### src/rtl/std_clk_pkg.sv
// Shared definitions for the programmable clock divider:
// the FSM state type, the smallest legal ratio, and the ratio clamp.
package std_clk_pkg;

    // Divider run state
    typedef enum logic [0:0] {
        IDLE = 1'b0,
        RUN  = 1'b1
    } clkdiv_state_e;

    // Smallest ratio that still gives one high and one low cycle
    localparam int unsigned CLKDIV_MIN = 2;

    // Ratios of 0 or 1 cannot form a period with both phases, so they
    // are raised to the minimum at the point a ratio is accepted.
    function automatic logic [31:0] clkdiv_clamp(input logic [31:0] n);
        logic [31:0] res;
        res = n;
        if (n < 32'(CLKDIV_MIN)) begin
            res = 32'(CLKDIV_MIN);
        end
        return res;
    endfunction

endpackage

### src/rtl/std_clk_div.sv
// Programmable integer clock divider with a registered, glitch-free
// divided clock (clk_o) and a one-cycle tick at each clk_o rising edge.
// Ratio changes are staged and only take effect on a period boundary.
//
// Build option STD_CLK_DIV_RUNTIME_EN:
//   defined   - div_i/div_vld_i/div_rdy_o handshake updates the ratio
//   undefined - ratio fixed at clamp(DIV_DEF), div_rdy_o tied low
module std_clk_div
    import std_clk_pkg::*;
#(
    parameter int DIV_W   = 8,
    parameter int DIV_DEF = 2
) (
    input  logic             clk_i,
    input  logic             rst_i,
    input  logic             en_i,
    input  logic [DIV_W-1:0] div_i,
    input  logic             div_vld_i,
    output logic             div_rdy_o,
    output logic             clk_o,
    output logic             tick_o,
    output logic             busy_o
);

    // Reset ratio: truncate to the field width first, then clamp, so the
    // value loaded matches what the ratio register can actually hold.
    localparam logic [DIV_W-1:0] DIV_DEF_W = DIV_W'(DIV_DEF);
    localparam logic [DIV_W-1:0] DIV_RST   = DIV_W'(clkdiv_clamp(32'(DIV_DEF_W)));
    localparam logic [DIV_W-1:0] ONE       = DIV_W'(1);

    clkdiv_state_e    state;
    logic [DIV_W-1:0] cnt;
    logic [DIV_W-1:0] div_cur;
    logic             clk_q;
    logic             tick_q;

    logic [DIV_W-1:0] high_cur;
    logic [DIV_W-1:0] cnt_inc;
    logic             wrap;

    // Period arithmetic: the high phase takes the extra cycle of an odd
    // ratio, and the wrap cycle is the last cycle of the running period.
    always_comb begin
        high_cur = div_cur - (div_cur >> 1);
        cnt_inc  = cnt + ONE;
        wrap     = (state == RUN) && (cnt == (div_cur - ONE));
    end

`ifdef STD_CLK_DIV_RUNTIME_EN

    logic [DIV_W-1:0] div_pend;
    logic             pend_vld;
    logic             xfer;
    logic             apply_pend;

    // A staged ratio is applied at once while idle, otherwise only on the
    // wrap cycle so a running period is never shortened or stretched.
    // Only one ratio may be staged at a time.
    always_comb begin
        xfer       = div_vld_i && !pend_vld;
        apply_pend = pend_vld && ((state == IDLE) || wrap);
    end

    // Ratio staging and hand-over; reset discards any staged ratio.
    // A transfer on the wrap cycle sees pend_vld low there, so it is only
    // staged and waits for the next wrap.
    always_ff @(posedge clk_i) begin
        if (rst_i) begin
            div_cur  <= DIV_RST;
            div_pend <= DIV_RST;
            pend_vld <= 1'b0;
        end else begin
            if (apply_pend) begin
                div_cur  <= div_pend;
                pend_vld <= 1'b0;
            end
            if (xfer) begin
                div_pend <= DIV_W'(clkdiv_clamp(32'(div_i)));
                pend_vld <= 1'b1;
            end
        end
    end

    assign div_rdy_o = !pend_vld;

`else

    logic unused_runtime_inputs;

    // Fixed ratio build: no staging registers, the ratio is a constant and
    // the handshake inputs are deliberately left without effect.
    assign div_cur               = DIV_RST;
    assign div_rdy_o             = 1'b0;
    assign unused_runtime_inputs = ^{div_i, div_vld_i};

`endif

    // Run control and phase counter. clk_q is computed from the next
    // counter value so the registered clock matches cnt < H in the same
    // cycle; a new period always opens high with a tick.
    always_ff @(posedge clk_i) begin
        if (rst_i) begin
            state  <= IDLE;
            cnt    <= '0;
            clk_q  <= 1'b0;
            tick_q <= 1'b0;
        end else begin
            case (state)
                IDLE: begin
                    cnt <= '0;
                    if (en_i) begin
                        state  <= RUN;
                        clk_q  <= 1'b1;
                        tick_q <= 1'b1;
                    end else begin
                        clk_q  <= 1'b0;
                        tick_q <= 1'b0;
                    end
                end
                RUN: begin
                    if (wrap) begin
                        cnt <= '0;
                        if (en_i) begin
                            clk_q  <= 1'b1;
                            tick_q <= 1'b1;
                        end else begin
                            state  <= IDLE;
                            clk_q  <= 1'b0;
                            tick_q <= 1'b0;
                        end
                    end else begin
                        cnt    <= cnt_inc;
                        clk_q  <= (cnt_inc < high_cur);
                        tick_q <= 1'b0;
                    end
                end
                default: begin
                    state  <= IDLE;
                    cnt    <= '0;
                    clk_q  <= 1'b0;
                    tick_q <= 1'b0;
                end
            endcase
        end
    end

    assign clk_o  = clk_q;
    assign tick_o = tick_q;
    assign busy_o = (state == RUN);

endmodule

### config.mk
export PLATFORM = sky130hd
export DESIGN_NAME = std_clk_div
export DESIGN_NICKNAME = d
export VERILOG_FILES = /design/src/rtl/std_clk_pkg.sv /design/src/rtl/std_clk_div.sv
export SDC_FILE = /design/constraint.sdc
export NUM_CORES = 1
export LEC_CHECK = 0
export CELL_PAD_IN_SITES_DETAIL_PLACEMENT = 2
export CELL_PAD_IN_SITES_GLOBAL_PLACEMENT = 2
export CORE_UTILIZATION = 26
export CTS_CLUSTER_DIAMETER = 50
export CTS_CLUSTER_SIZE = 28
export DETAILED_ROUTE_END_ITERATION = 8
export GPL_TIMING_DRIVEN = 0
export PLACE_DENSITY_LB_ADDON = 0.1
export SETUP_SLACK_MARGIN = 0.15
export SYNTH_ARGS = -nofsm -noshare
export SYNTH_HDL_FRONTEND = slang
export SYNTH_SLANG_ARGS = --single-unit
### constraint.sdc
create_clock -name clk_i -period 2.95 [get_ports clk_i]
set_input_delay 0.4425 -clock clk_i [delete_from_list [all_inputs] [get_ports clk_i]]
set_output_delay 0.4425 -clock clk_i [all_outputs]
set_load 0.02 [all_outputs]
After elaboration in Yosys (flattened, before gate mapping)
Index checks and enable logic that the tools add are counted.
Storage, ports and cells
  latch bits: 0
  memories: 0
  flip-flop bits (word level): 11
  output and inout bits: 4
  memory bits (read-only): 0
  RAM bits: 0
Cells by class
  add/sub/neg operators: 1
  multiply operators: 0
  reductions and logical operators: 1
  divide/modulo/power cells: 0
  order comparisons: 1
  equality and inequality tests: 1
  shift-type cells: 0
  bitwise operators: 1
  muxes and demuxes: 9
Operator list (number)
  one-hot mux 8 bit (2 select lines): 1
  adder 8 x 1 -> 8 bit (second input constant): 1
  equality test 8 x 1 -> 1 bit (second input constant): 1
  < comparator 8 x 1 -> 1 bit (second input constant): 1
  two-way mux 8 bit: 1
  one-hot mux 1 bit (2 select lines): 3
  two-way mux 1 bit: 4
  logical AND 1 bit: 1
  inverter 1 bit: 1

Logic depth before layout (Yosys ltp)
  depth after elaboration: 4
  gate-level depth with buffers: 7

Worst setup path after synthesis
OpenSTA, ideal clock, no wires.
  path kind: register -> register
  from: register cnt[1]
  to: register clk_q (netlist: clk_o)
  setup slack: 1.371 ns
  stages on the path, launching flop included: 8
  required time: 2.854 ns
  clock period less this slack: 1.579 ns
  arrival: 1.484 ns
  path buffers: 1
  cells stage by stage: dfxtp_1 inv_1 ha_1 nor4b_1 a21bo_1 or2_0 buf_6 o41ai_2
Between the ends
  word-level cells in the longest chain between the ends: 4
  elaborated cells on any way between the ends: 6
  those cells by class: add/sub (1); order compare (1); eq/ne (1); mux (2); reduce/logical (1)
Ends and longest elaborated chain
  start: declaration: RTL line std_clk_div.sv:32  | logic [DIV_W-1:0] cnt;
  start signal: assignment: RTL line std_clk_div.sv:132  | cnt <= cnt_inc;
  adder 8 x 1 -> 8 bit / equality test 8 x 1 -> 1 bit (equally long branches): RTL line std_clk_div.sv:45, std_clk_div.sv:46
  < comparator 8 x 1 -> 1 bit / logical AND 1 bit (equally long branches): RTL line std_clk_div.sv:133, std_clk_div.sv:46
  two-way mux 1 bit (*): RTL line std_clk_div.sv:121  | if (wrap) begin
  one-hot mux 1 bit (2 select lines) (*): RTL line std_clk_div.sv:108  | case (state)
  end signal: assignment: RTL line std_clk_div.sv:133  | clk_q <= (cnt_inc < high_cur);
  end: declaration: RTL line std_clk_div.sv:34  | logic clk_q;
Every way passes the cells marked *; elsewhere a longest branch is shown, timed or not.
A chain may end at the register's enable or synchronous reset.

Worst setup path after layout
Ends and elaborated chain as after synthesis.

==> results.cfg <==
[floorplan]
die_w_um = 45.5
ios = 16
num_rows = 15
die-area_um2 = 2070
initial_utilization = 0.282
coreArea_um2 = 1750
die_h_um = 45.5

[timing]
hold_viol_final = 0
rsz0062_at_grt = false
hold_slack_ns = 0.469
fin_setup_tns_ns = 0
clock_skew_ns = 0.00184
fin_crit_ns = 1.69
setup_viol = 0
slew_violations = 0
fin_crit_sh = 0.573
max_freq_ghz = 0.592

[power]
leakagePower_nw = 0.225
vdd_drop_max_mv = 0.214
cellPowerDensity_nw_per_um2 = 465

[routing]
via_per_inst = 4.49
post-route-drc-count = 0
routed_wl_um = 991
drt_first_iter_violations = 3
wl_per_cell_um = 11.4
dr.pass1.iters = 4
ant_nets = 0
vias = 391

[setup_path]
cpMaxStageDelayCell = dfxtp_1
regToRegSetupSlack_ns = 1.26
worstPathArrival_ns = 1.86
critPathMaxStageDelay_ns = 0.35
reg2regPathDepth = 7
path_max_fanout = 9
crit_type = reg2reg
cp-start-kind = flip-flop
reg2reg_to = clk_o
cp_top_family = compound AO/OA/AOI/OAI gates
reg2reg_from = cnt[1]
timing.critical_path.required_ns = 3.12
path_cells = inv_1 -> ha_1 -> nor4b_1 -> a21bo_1 -> or2_0 -> buf_6 -> o41ai_2
cp_num_buf_inv = 2
endpoint_kind = flip-flop

[synthesis]
ys_ff_latch = 11
synth_edf_count = 0
yosys_warnings = 0
syn_area_per_cell_um2 = 9.28
syn_inst = 53
syn-num-nets = 67
synth_top_family_by_area = simple AND/OR/NAND/NOR gates
netlist-cell-type-count = 22
synth-adder-area-share = 0.0509
synthSimpleGateAreaFrac = 0.224
synth-compound-area-share = 0.120
ys.flop_type = dfxtp_1
yosysSeqAreaShare = 0.448
netlist_area_um2 = 492
synthMuxAreaShare = 0
synth_xor_area_frac = 0.0891
async_flop_share = 0

[grt]
grt_pass1_wl_mm = 1.81
globalRouteMet3Util = 0.0238
grt_max_degree = 10
grt_pass1_vias = 406
antenna_found_initial = 0
met2_usage = 0.191
met1_usage = 0.165
grt_most_used_layer = met2
grt-ovfl-total = 0
grt_usage = 0.124

[cts]
cts_buffer_depth = 2
clock-root-buffer = clkbuf_4
cts.sinks = 11
cts_made_buffers = 3
post_cts_buffers = 0
tritoncts = yes
holdBufCountCts = 0
clkLatencyLatePin_ns = 0.26
clk_pin_slew_ns = 0.07
cts_resized = 0
htreeDepth = 1

[worst_hold_path]
worstHoldEndpoint = cnt[0]
hp-start = cnt[0]
hold_class = reg2reg
worstHoldPathCells = 1

[final_layout]
fill_cells = 209
antenna_cells = 0
multiInputGateArea_um2 = 241
layout.nets = 77
regArea_um2 = 220
area_growth_pct = 21.9
final_area_um2 = 599
drive_above_1_share = 0.113

[place]
placed_area_um2 = 573
place.gp.congestion = 0.638
numPortBuffers = 5

[run_status]
status = completed

[run]
cap_violations = 0
-- flip-flops by register name (all words and copies together) (netlist names) --
register and cells:
tick_o 1, clk_o 1, cnt 8, busy_o 1
-- routing by layer --
metal  up-vias  routed length, µm
met4         0                  6
met2         5                437
li1        198                  -
met5         -                  0
met3         2                 32
met1       186                514
-- worst register-to-register path, stage by stage (launching register included) --
cell and delay [ns]:
dfxtp_1 0.35, inv_1 0.05, ha_1 0.17, nor4b_1 0.14, a21bo_1 0.21, or2_0 0.21
buf_6 0.15, o41ai_2 0.31
-- synth_stat cells (2+ instances only) --
library cell	number	area share
nand3_1	3	0.031
o21ai_0	2	0.020
a21oi_1	3	0.031
nand2_1	2	0.015
dfxtp_1	11	0.45
xor2_1	3	0.053
ha_1	2	0.051
or3_1	2	0.025
nor2_1	8	0.061
nand4_1	2	0.025
xnor2_1	2	0.036
inv_1	3	0.023
-- cell families (layout without fill, tap and decap cells) --
group | count (synthesis) | count (layout)
AO/OA/AOI/OAI | 8 | 8
adder cells (fa/ha/maj) | 2 | 2
buffers and inverters | 5 | 14
XOR/XNOR | 5 | 5
AND/OR/NAND/NOR | 21 | 21
flip-flops | 11 | 11
other | 1 | 1
-- stage by stage --
stage | total power, mW | utilization | instances | worst slack (ns)
floorplan | 0.172 | - | 53 | 1.37
global placement | 0.183 | 0.328 | 83 | 1.25
detailed placement | 0.182 | 0.328 | 83 | 1.25
CTS | 0.286 | 0.343 | 87 | 1.23
global route | 0.296 | 0.343 | 87 | 1.16
finish | 0.279 | 0.343 | 87 | 1.26
-- power breakdown --
| group | total (mW) | switching [mW] | internal [mW] |
|---|---|---|---|
| logic | 0.0247 | 0.0118 | 0.0130 |
| clock network | 0.100 | 0.0480 | 0.0522 |
| registers | 0.154 | 0.00190 | 0.152 |
-- layout make-up --
class                      instances  area share
tap                               25      0.0522
timing repair buffer               5      0.0835
sequential                        11       0.367
multi-input combinational         37       0.403
inverter                           3      0.0188
clock buffer                       4      0.0438
buffer                             2      0.0313
-- placed cells by master (no fill, tap or decap) --
cell type        Yosys  layout
a22oi_1              1       1
o21ai_0              2       2
buf_4                1       1
a21bo_1              1       1
xnor2_1              2       2
conb_1               1       1
nand3_1              3       3
nor2_1               8       8
or2_0                1       1
buf_6                1       1
nand2_1              2       2
inv_1                3       3
nor3_2               1       1
o41ai_2              1       1
ha_1                 2       2
clkdlybuf4s50_1      0       5
nand4_1              2       2
a21oi_1              3       3
clkbuf_1             0       1
or3_1                2       2
xor2_1               3       3
nor4b_1              1       1
clkbuf_4             0       3
dfxtp_1             11      11
nand3b_1             1       1
-- worst max path at each step --
| stage | cells past startpoint | to | start |
|---|---|---|---|
| 4_1_cts | 7 | clk_o | cnt[1] |
| 2_1_floorplan | 7 | clk_o | cnt[1] |
| 6_report | 7 | clk_o | cnt[1] |
| 3_5_place_dp | 4 | clk_o | rst_i |
| 5_1_grt | 7 | clk_o | cnt[1] |
| 3_3_place_gp | 7 | clk_o | cnt[1] |
No activity file was read; power rests on OpenSTA's default activity.
